## config.mk

```make
export PLATFORM = sky130hd
export DESIGN_NAME = i2s_tx
export DESIGN_NICKNAME = d
export VERILOG_FILES = /design/src/rtl/i2s_tx.sv
export SDC_FILE = /design/constraint.sdc
export NUM_CORES = 1
export LEC_CHECK = 0
export ABC_AREA = 1
export BUFFER_PORTS_ARGS = -buffer_cell sky130_fd_sc_hd__buf_2
export CELL_PAD_IN_SITES_DETAIL_PLACEMENT = 1
export CELL_PAD_IN_SITES_GLOBAL_PLACEMENT = 2
export CORE_MARGIN = 2
export CORE_UTILIZATION = 39
export DETAILED_ROUTE_END_ITERATION = 6
export PLACE_DENSITY = 0.88
export RECOVER_POWER = 100
export SYNTH_ARGS = -nofsm -noshare
export SYNTH_HDL_FRONTEND = slang
export SYNTH_SLANG_ARGS = --single-unit
```

## constraint.sdc

```tcl
create_clock -name clk_sys -period 4.75 [get_ports clk_sys]
set_input_delay 0.95 -clock clk_sys [delete_from_list [all_inputs] [get_ports clk_sys]]
set_output_delay 0.95 -clock clk_sys [all_outputs]
set_load 0.005 [all_outputs]
```

## src/rtl/i2s_tx.sv

```systemverilog
// i2s_tx: I2S master transmitter for the user-port audio link.
// A stereo PCM pair is accepted over a valid/ready handshake into a one-deep holding
// register, then serialised MSB-first with WS leading the data by one BCLK.
// Data and WS change on BCLK falling edges so the sink can sample on rising edges.
module i2s_tx #(
  parameter int CLK_DIV = 4,
  parameter int WIDTH   = 16,
  parameter int SLOT    = 16
) (
  input  logic             clk_sys,
  input  logic             reset_n,
  input  logic             en,
  input  logic [WIDTH-1:0] in_left,
  input  logic [WIDTH-1:0] in_right,
  input  logic             in_valid,
  output logic             in_ready,
  output logic             i2s_bclk,
  output logic             i2s_ws,
  output logic             i2s_data,
  output logic             frame_start,
  output logic             underrun
);

  localparam int FRAME_BITS = 2 * SLOT;
  localparam int BW         = $clog2(FRAME_BITS);
  localparam int DW         = $clog2(CLK_DIV + 1);

  localparam logic [BW-1:0]    B_LAST   = BW'(FRAME_BITS - 1);
  localparam logic [BW-1:0]    B_ONE    = BW'(1);
  localparam logic [BW-1:0]    SLOT_B   = BW'(SLOT);
  localparam logic [DW-1:0]    DIV_LAST = DW'(CLK_DIV - 1);
  localparam logic [DW-1:0]    DIV_ONE  = DW'(1);
  localparam logic [WIDTH-1:0] MSB_MASK = WIDTH'(1) << (WIDTH - 1);

  logic [DW-1:0]    div_cnt;
  logic [BW-1:0]    bit_pos;
  logic [BW-1:0]    pos_next;
  logic [BW-1:0]    pos_after;
  logic [BW-1:0]    slot_idx;
  logic [WIDTH-1:0] hold_left;
  logic [WIDTH-1:0] hold_right;
  logic [WIDTH-1:0] frame_left;
  logic [WIDTH-1:0] frame_right;
  logic [WIDTH-1:0] src_left;
  logic [WIDTH-1:0] src_right;
  logic [WIDTH-1:0] chan_sample;
  logic             hold_full;
  logic             hold_full_next;
  logic             div_term;
  logic             bclk_fall;
  logic             frame_load;
  logic             write_en;
  logic             data_next;
  logic             ws_next;

  // A falling edge happens on the divider terminal count while BCLK is high; the last
  // position of a frame wrapping to 0 is the frame-load point.
  assign div_term   = (div_cnt == DIV_LAST);
  assign bclk_fall  = en & div_term & i2s_bclk;
  assign pos_next   = (bit_pos == B_LAST) ? '0 : bit_pos + B_ONE;
  assign frame_load = bclk_fall & (bit_pos == B_LAST);
  assign write_en   = in_valid & in_ready;

  // The load drains the holding register before a same-cycle write can refill it.
  assign hold_full_next = (hold_full & ~frame_load) | write_en;

  // On a load the outgoing MSB must come from the incoming frame, not the stale one.
  assign src_left  = (frame_load && hold_full) ? hold_left  : frame_left;
  assign src_right = (frame_load && hold_full) ? hold_right : frame_right;

  // Pick the bit for the next position; slot indices past WIDTH shift out to pad zeros.
  always_comb begin
    pos_after   = '0;
    slot_idx    = '0;
    chan_sample = '0;
    data_next   = 1'b0;
    ws_next     = 1'b0;
    pos_after   = (pos_next == B_LAST) ? '0 : pos_next + B_ONE;
    if (pos_next >= SLOT_B) begin
      chan_sample = src_right;
      slot_idx    = pos_next - SLOT_B;
    end else begin
      chan_sample = src_left;
      slot_idx    = pos_next;
    end
    data_next = |(chan_sample & (MSB_MASK >> slot_idx));
    ws_next   = (pos_after >= SLOT_B);
  end

  // BCLK divider: idling clears it so the first edge after enable is always rising.
  always_ff @(posedge clk_sys or negedge reset_n) begin
    if (!reset_n) begin
      div_cnt  <= '0;
      i2s_bclk <= 1'b0;
    end else if (!en) begin
      div_cnt  <= '0;
      i2s_bclk <= 1'b0;
    end else if (div_term) begin
      div_cnt  <= '0;
      i2s_bclk <= ~i2s_bclk;
    end else begin
      div_cnt  <= div_cnt + DIV_ONE;
    end
  end

  // Serialiser: advance the bit position, drive data/WS and load frames on falling edges.
  always_ff @(posedge clk_sys or negedge reset_n) begin
    if (!reset_n) begin
      bit_pos     <= B_LAST;
      i2s_data    <= 1'b0;
      i2s_ws      <= 1'b0;
      frame_left  <= '0;
      frame_right <= '0;
      frame_start <= 1'b0;
      underrun    <= 1'b0;
    end else begin
      frame_start <= 1'b0;
      underrun    <= 1'b0;
      if (!en) begin
        bit_pos  <= B_LAST;
        i2s_data <= 1'b0;
        i2s_ws   <= 1'b0;
      end else if (bclk_fall) begin
        bit_pos  <= pos_next;
        i2s_data <= data_next;
        i2s_ws   <= ws_next;
        if (frame_load) begin
          frame_left  <= src_left;
          frame_right <= src_right;
          frame_start <= 1'b1;
          underrun    <= ~hold_full;
        end
      end
    end
  end

  // Holding register and handshake; keeps accepting while the link is idle.
  always_ff @(posedge clk_sys or negedge reset_n) begin
    if (!reset_n) begin
      hold_left  <= '0;
      hold_right <= '0;
      hold_full  <= 1'b0;
      in_ready   <= 1'b1;
    end else begin
      if (write_en) begin
        hold_left  <= in_left;
        hold_right <= in_right;
      end
      hold_full <= hold_full_next;
      in_ready  <= ~hold_full_next;
    end
  end

endmodule

```

# After elaboration in Yosys (flattened, before gate mapping)
# Index checks and enable logic that the tools add are counted.
[word_totals]
register_bits = 79
out_inout_bits = 6
in_bits = 36
[op_classes]
n_shift = 1
eq_ne = 5
mux = 22
n_reduce_logical = 3
n_lt_le_gt_ge = 2
bitwise_logic = 11
n_addsub = 4
[op_table]
columns = ["cell", "n"]
rows = [
  ["$mux 16", 3],
  ["$mux 5", 5],
  ["$and 16x16->16", 1],
  ["$reduce_or 16->1", 1],
  ["$shr 16x5->16 const A", 1],
  ["$mux 1", 12],
  ["$add 5x1->5 const B", 2],
  ["$eq 5x5->1 const B", 2],
  ["$ge 5x5->1 const B", 2],
  ["$mux 3", 2],
  ["$and 1x1->1", 5],
  ["$sub 5x5->5 const B", 1],
  ["$ne 2x1->1 const B", 2],
  ["$not 1->1", 4],
  ["$add 3x1->3 const B", 1],
  ["$eq 3x2->1 const B", 1],
  ["$reduce_and 3->1", 1],
  ["$logic_and 1x1->1", 1],
  ["$or 1x1->1", 1],
]

# Logic depth before layout (Yosys ltp)
[logic_depth]
depth_word = 11
mapped_depth = 18

# Worst setup path before layout
# Ideal clock, no wire load.
[synth_path]
path_type = "register to register"
startpoint = "register bit_pos[0]"
endpoint = "register i2s_data"
stages_incl_launch_ff = 17
t_required_ns = 4.633
period_less_slack_ns = 2.322
setup_time_ns = 0.117
path_slack_ns = 2.428
arrival_time_ns = 2.205
path_buffers = 2
path_cell_list = "dfstp_2 -> ha_1 -> nand2_1 -> nor2_1 -> ha_1 -> buf_2 -> clkinv_1 -> clkbuf_1 -> nand3_1 -> nand3_1 -> nand2_1 -> inv_1 -> nand2_1 -> nor2_1 -> nand2_1 -> nand2_1 -> nand2_1"
[synth_via]
elab_chain_len = 9
word_cells_on_any_way = 16
cone_classes = "2 x add/sub; 1 x order compare; 1 x eq/ne; 1 x shift; 7 x mux; 2 x bitwise; 2 x reduce/logical"
[synth_rtl]
columns = ["element", "line", "text"]
rows = [
  ["start, declared", "36", "logic [BW-1:0] bit_pos;"],
  ["start signal, assigned", "124", "bit_pos <= pos_next;"],
  ["$add 5x1->5 or $eq 5x5->1 (tied branches)", "60, 61", ""],
  ["$mux 5 or $and 1x1->1 (tied branches)", "60, 61", ""],
  ["$sub 5x5->5, or another cell as far along", "81", "slot_idx = pos_next - SLOT_B;"],
  ["$mux 5, or another cell as far along", "79", "if (pos_next >= SLOT_B) begin"],
  ["$shr 16x5->16 or $mux 16 (tied branches)", "86, 79", ""],
  ["$and 16x16->16 (*)", "86", "data_next = |(chan_sample & (MSB_MASK >> slot_idx));"],
  ["$reduce_or 16->1 (*)", "86", ""],
  ["$mux 1 (*)", "123", "end else if (bclk_fall) begin"],
  ["$mux 1 (*)", "119", "if (!en) begin"],
  ["end signal, assigned", "125", "i2s_data <= data_next;"],
  ["end, declared", "19", "output logic i2s_data,"],
]
# Every way passes the cells marked *; elsewhere a longest branch is shown, timed or not. The select of a mux whose other input is x is not followed.
# A chain may end at the register's enable or synchronous reset.

# Worst setup path after layout
[layout_path]
startpoint = "register bit_pos[1]"
endpoint = "register i2s_data"
# The elaborated chain is that of the path after synthesis.

==> summary.txt <==
number of H-tree levels - 3
DR WL/cell - 16.1 microns
commonest cells in the netlist - nand2_1 (91), dfrtp_1 (73), nand3_1 (49)
grt met1 use - 0.266
io pins - 42
vias per inst - 5.25
crit path DAT - 4020 ps
static power due to leakage - 2.15 nW
worst vdd ir - 0.177 mV
share of the synthesized area in the top cell type - 0.498
Total Wirelength - 8.65 mm
post_cts resized - 0
CP cell instances - ha_1, nand2_1, nor2_1, ha_1, nand3_2, o21ai_0, nand2_1, nand2_1, nor2_1, nand2_1, nor2_1, nand2_1, nand2_1, nand2_1
largest net degree at the start of global routing - 80
FF-to-FF setup slack - 1030 ps
GRT overflow - 0
hold_buf cts - 0
slowest cell delay on critical path - 770 ps
Final Critical Period - 3720 ps
first-pass GRT wire length - 14.8 mm
vias in the first global route - 2975
Buf/Inv on CP - 0
Unique masters post-synth - 24
CP Max Fanout - 33
Vias - 2821
RSZ-0062 raised after global routing - no
Most common cell on crit path - nand2_1
clock root cell - clkbuf_8
P&R area growth vs syn - 12.1%
WP data required - 5040 ps
asr flop ratio synth - 1.00
worst hold slack - 434 ps
Clk Latency, worst-skew pair - 350 ps
post-synth net total - 428
syn_area_per_cell - 9.50 sq um
Die X - 101 microns
layout cells sized above 1 - 0.223
# DRC - 0
routability cong. - 0.826
met3 usage - 0.0402
TritonCTS Buffers - 9
clk slew on worst S/H paths - 90 ps
Initial Util - 0.399
status - finished, violations left
Tot GR Track Use - 0.187
Die Ht - 101 microns
Final Cycle Share - 0.784
delay-heaviest family, CP - simple AND/OR/NAND/NOR gates
met2 GRT Util - 0.297
Fin. Hold Viols - 0
antenna cell count - 0
setup TNS - 0 ps
Synth Flop Type - dfrtp_1
post-CTS setup buffers - 0
CP Launch Type - register
Yosys top cell by area - dfrtp_1
Core Rows - 35
clk buf depth - 2
Nets - 463
post-synthesis cell count - 386
cell area power density - 416 nW/um^2
Setup Viol. Count Final - 0
crit path kind - reg2reg
Detailed Routing Iterations Pass 1 - 4
Max-cap violations - 3
critical path capture point type - register
GR peak layer - met2
CTS tree - built
violated checks - max-capacitance violations, max-slew violations
Layout fillers - 1080
Slew Viols, Final - 156
die area - 10200 sq um
Core Box Area - 9200 sq um
skew final - 10.1 ps
YS warnings - 0
Slowest-stage cell, CP - nand3_2
fmax - 269 MHz
most common cell in the synthesized netlist - nand2_1
post-synthesis sequential area ratio - 0.541
initial antenna violation count - 0
Worst-Margin Slew - 1960 ps
most area-consuming cells after synthesis - dfrtp_1 (50%), mux2_2 (9.5%), nand2_1 (9.3%)
Post-DRT Antenna Nets - 0
Slew HR - -0.304
Hold WC Path Type - reg2reg
synthesized area - 3670 sq um
Post-synth EDFFs - 0
Seq cells post-synth - 79
Clock Sinks - 79
HPWL Detailed - 5.94 mm
initial DRC count - 120
IO buf count - 41
-- final timing paths --
| check | from | to | depth (start not counted) |
|---|---|---|---|
| min | div_cnt[0]$_DFF_PN0_ | div_cnt[0]$_DFF_PN0_ | 1 |
| max reg2reg | bit_pos[1]$_DFFE_PN1P_ | i2s_data$_DFFE_PN0P_ | 14 |
| min in group asynchronous | reset_n | hold_right[12]$_DFFE_PN0P_ | 1 |
| max in group asynchronous | reset_n | div_cnt[2]$_DFF_PN0_ | 1 |
| max | bit_pos[1]$_DFFE_PN1P_ | i2s_data$_DFFE_PN0P_ | 14 |
| min reg2reg | div_cnt[0]$_DFF_PN0_ | div_cnt[0]$_DFF_PN0_ | 1 |
-- power by group --
group / internal [mW] / leakage (nW) / switching [mW]
registers: 0.832 / 1.00 / 0.0778
clock network: 0.244 / 0.103 / 0.256
logic: 0.152 / 1.04 / 0.149
-- cell type report --
| cell class | instances | area, sq um | area share |
|---|---|---|---|
| sequential | 79 | 1980 | 0.483 |
| multi-input combinational | 256 | 1460 | 0.354 |
| timing repair buffer | 46 | 230 | 0.0560 |
| tap | 111 | 139 | 0.0338 |
| clock buffer | 9 | 124 | 0.0301 |
| inverter | 29 | 109 | 0.0265 |
| clock inverter | 7 | 71.3 | 0.0173 |
-- per-layer routing --
metal	share of wire	wire length, microns	up-vias
met5	0	0	-
met4	0.0079	68	0
met3	0.030	257	7
met2	0.48	4170	43
met1	0.48	4150	1395
li1	-	-	1376
-- worst reg2reg max path: stages (launching register included) --
cell and delay (ps):
dfstp_1 600, ha_1 260, nand2_1 130, nor2_1 140, ha_1 690, nand3_2 780, o21ai_0 500, nand2_1 120
nand2_1 110, nor2_1 50, nand2_1 60, nor2_1 40, nand2_1 50, nand2_1 40, nand2_1 100
-- registers in the layout (all words and copies together) (netlist names) --
| name | flops |
|---|---|
| bit_pos | 5 |
| hold_right | 16 |
| frame_left | 16 |
| i2s_data | 1 |
| frame_start | 1 |
| frame_right | 16 |
| hold_full | 1 |
| underrun | 1 |
| i2s_bclk | 1 |
| hold_left | 16 |
| i2s_ws | 1 |
| div_cnt | 3 |
| in_ready | 1 |
-- logic make-up after synthesis --
kind of cell / count (synthesis) / share of synthesized area
AO/OA/AOI/OAI: 12 / 0.0181
multiplexers: 31 / 0.0952
adder cells (fa/ha/maj): 6 / 0.0205
AND/OR/NAND/NOR: 207 / 0.268
flip-flops: 79 / 0.541
buffers and inverters: 51 / 0.0573
-- through the flow --
| stage | total power, mW | setup WS (ps) | util | instances | cell area (sq um) |
|---|---|---|---|---|---|
| floorplan | 1.12 | 2430 | - | 386 | 3670 |
| global placement | 1.21 | 1330 | 0.430 | 521 | 3950 |
| detailed placement | 1.23 | 1190 | 0.430 | 521 | 3950 |
| CTS | 1.74 | 1150 | 0.451 | 537 | 4150 |
| global route | 1.83 | 599 | 0.447 | 537 | 4110 |
| finish | 1.71 | 1030 | 0.447 | 537 | 4110 |
-- layout by cell type, fill, tap and decap left out, drive strengths merged --
cell,instances
clkinv,6
nand2,91
ha,6
a31oi,1
o31ai,1
nand4,33
clkbuf,16
mux2,31
nand3b,5
bufinv,1
dfstp,6
buf,39
o21ai,5
nor3,8
nor2,17
inv,29
a22oi,1
nand3,53
dfrtp,73
a21oi,4
(Power assumes the default switching activity.)
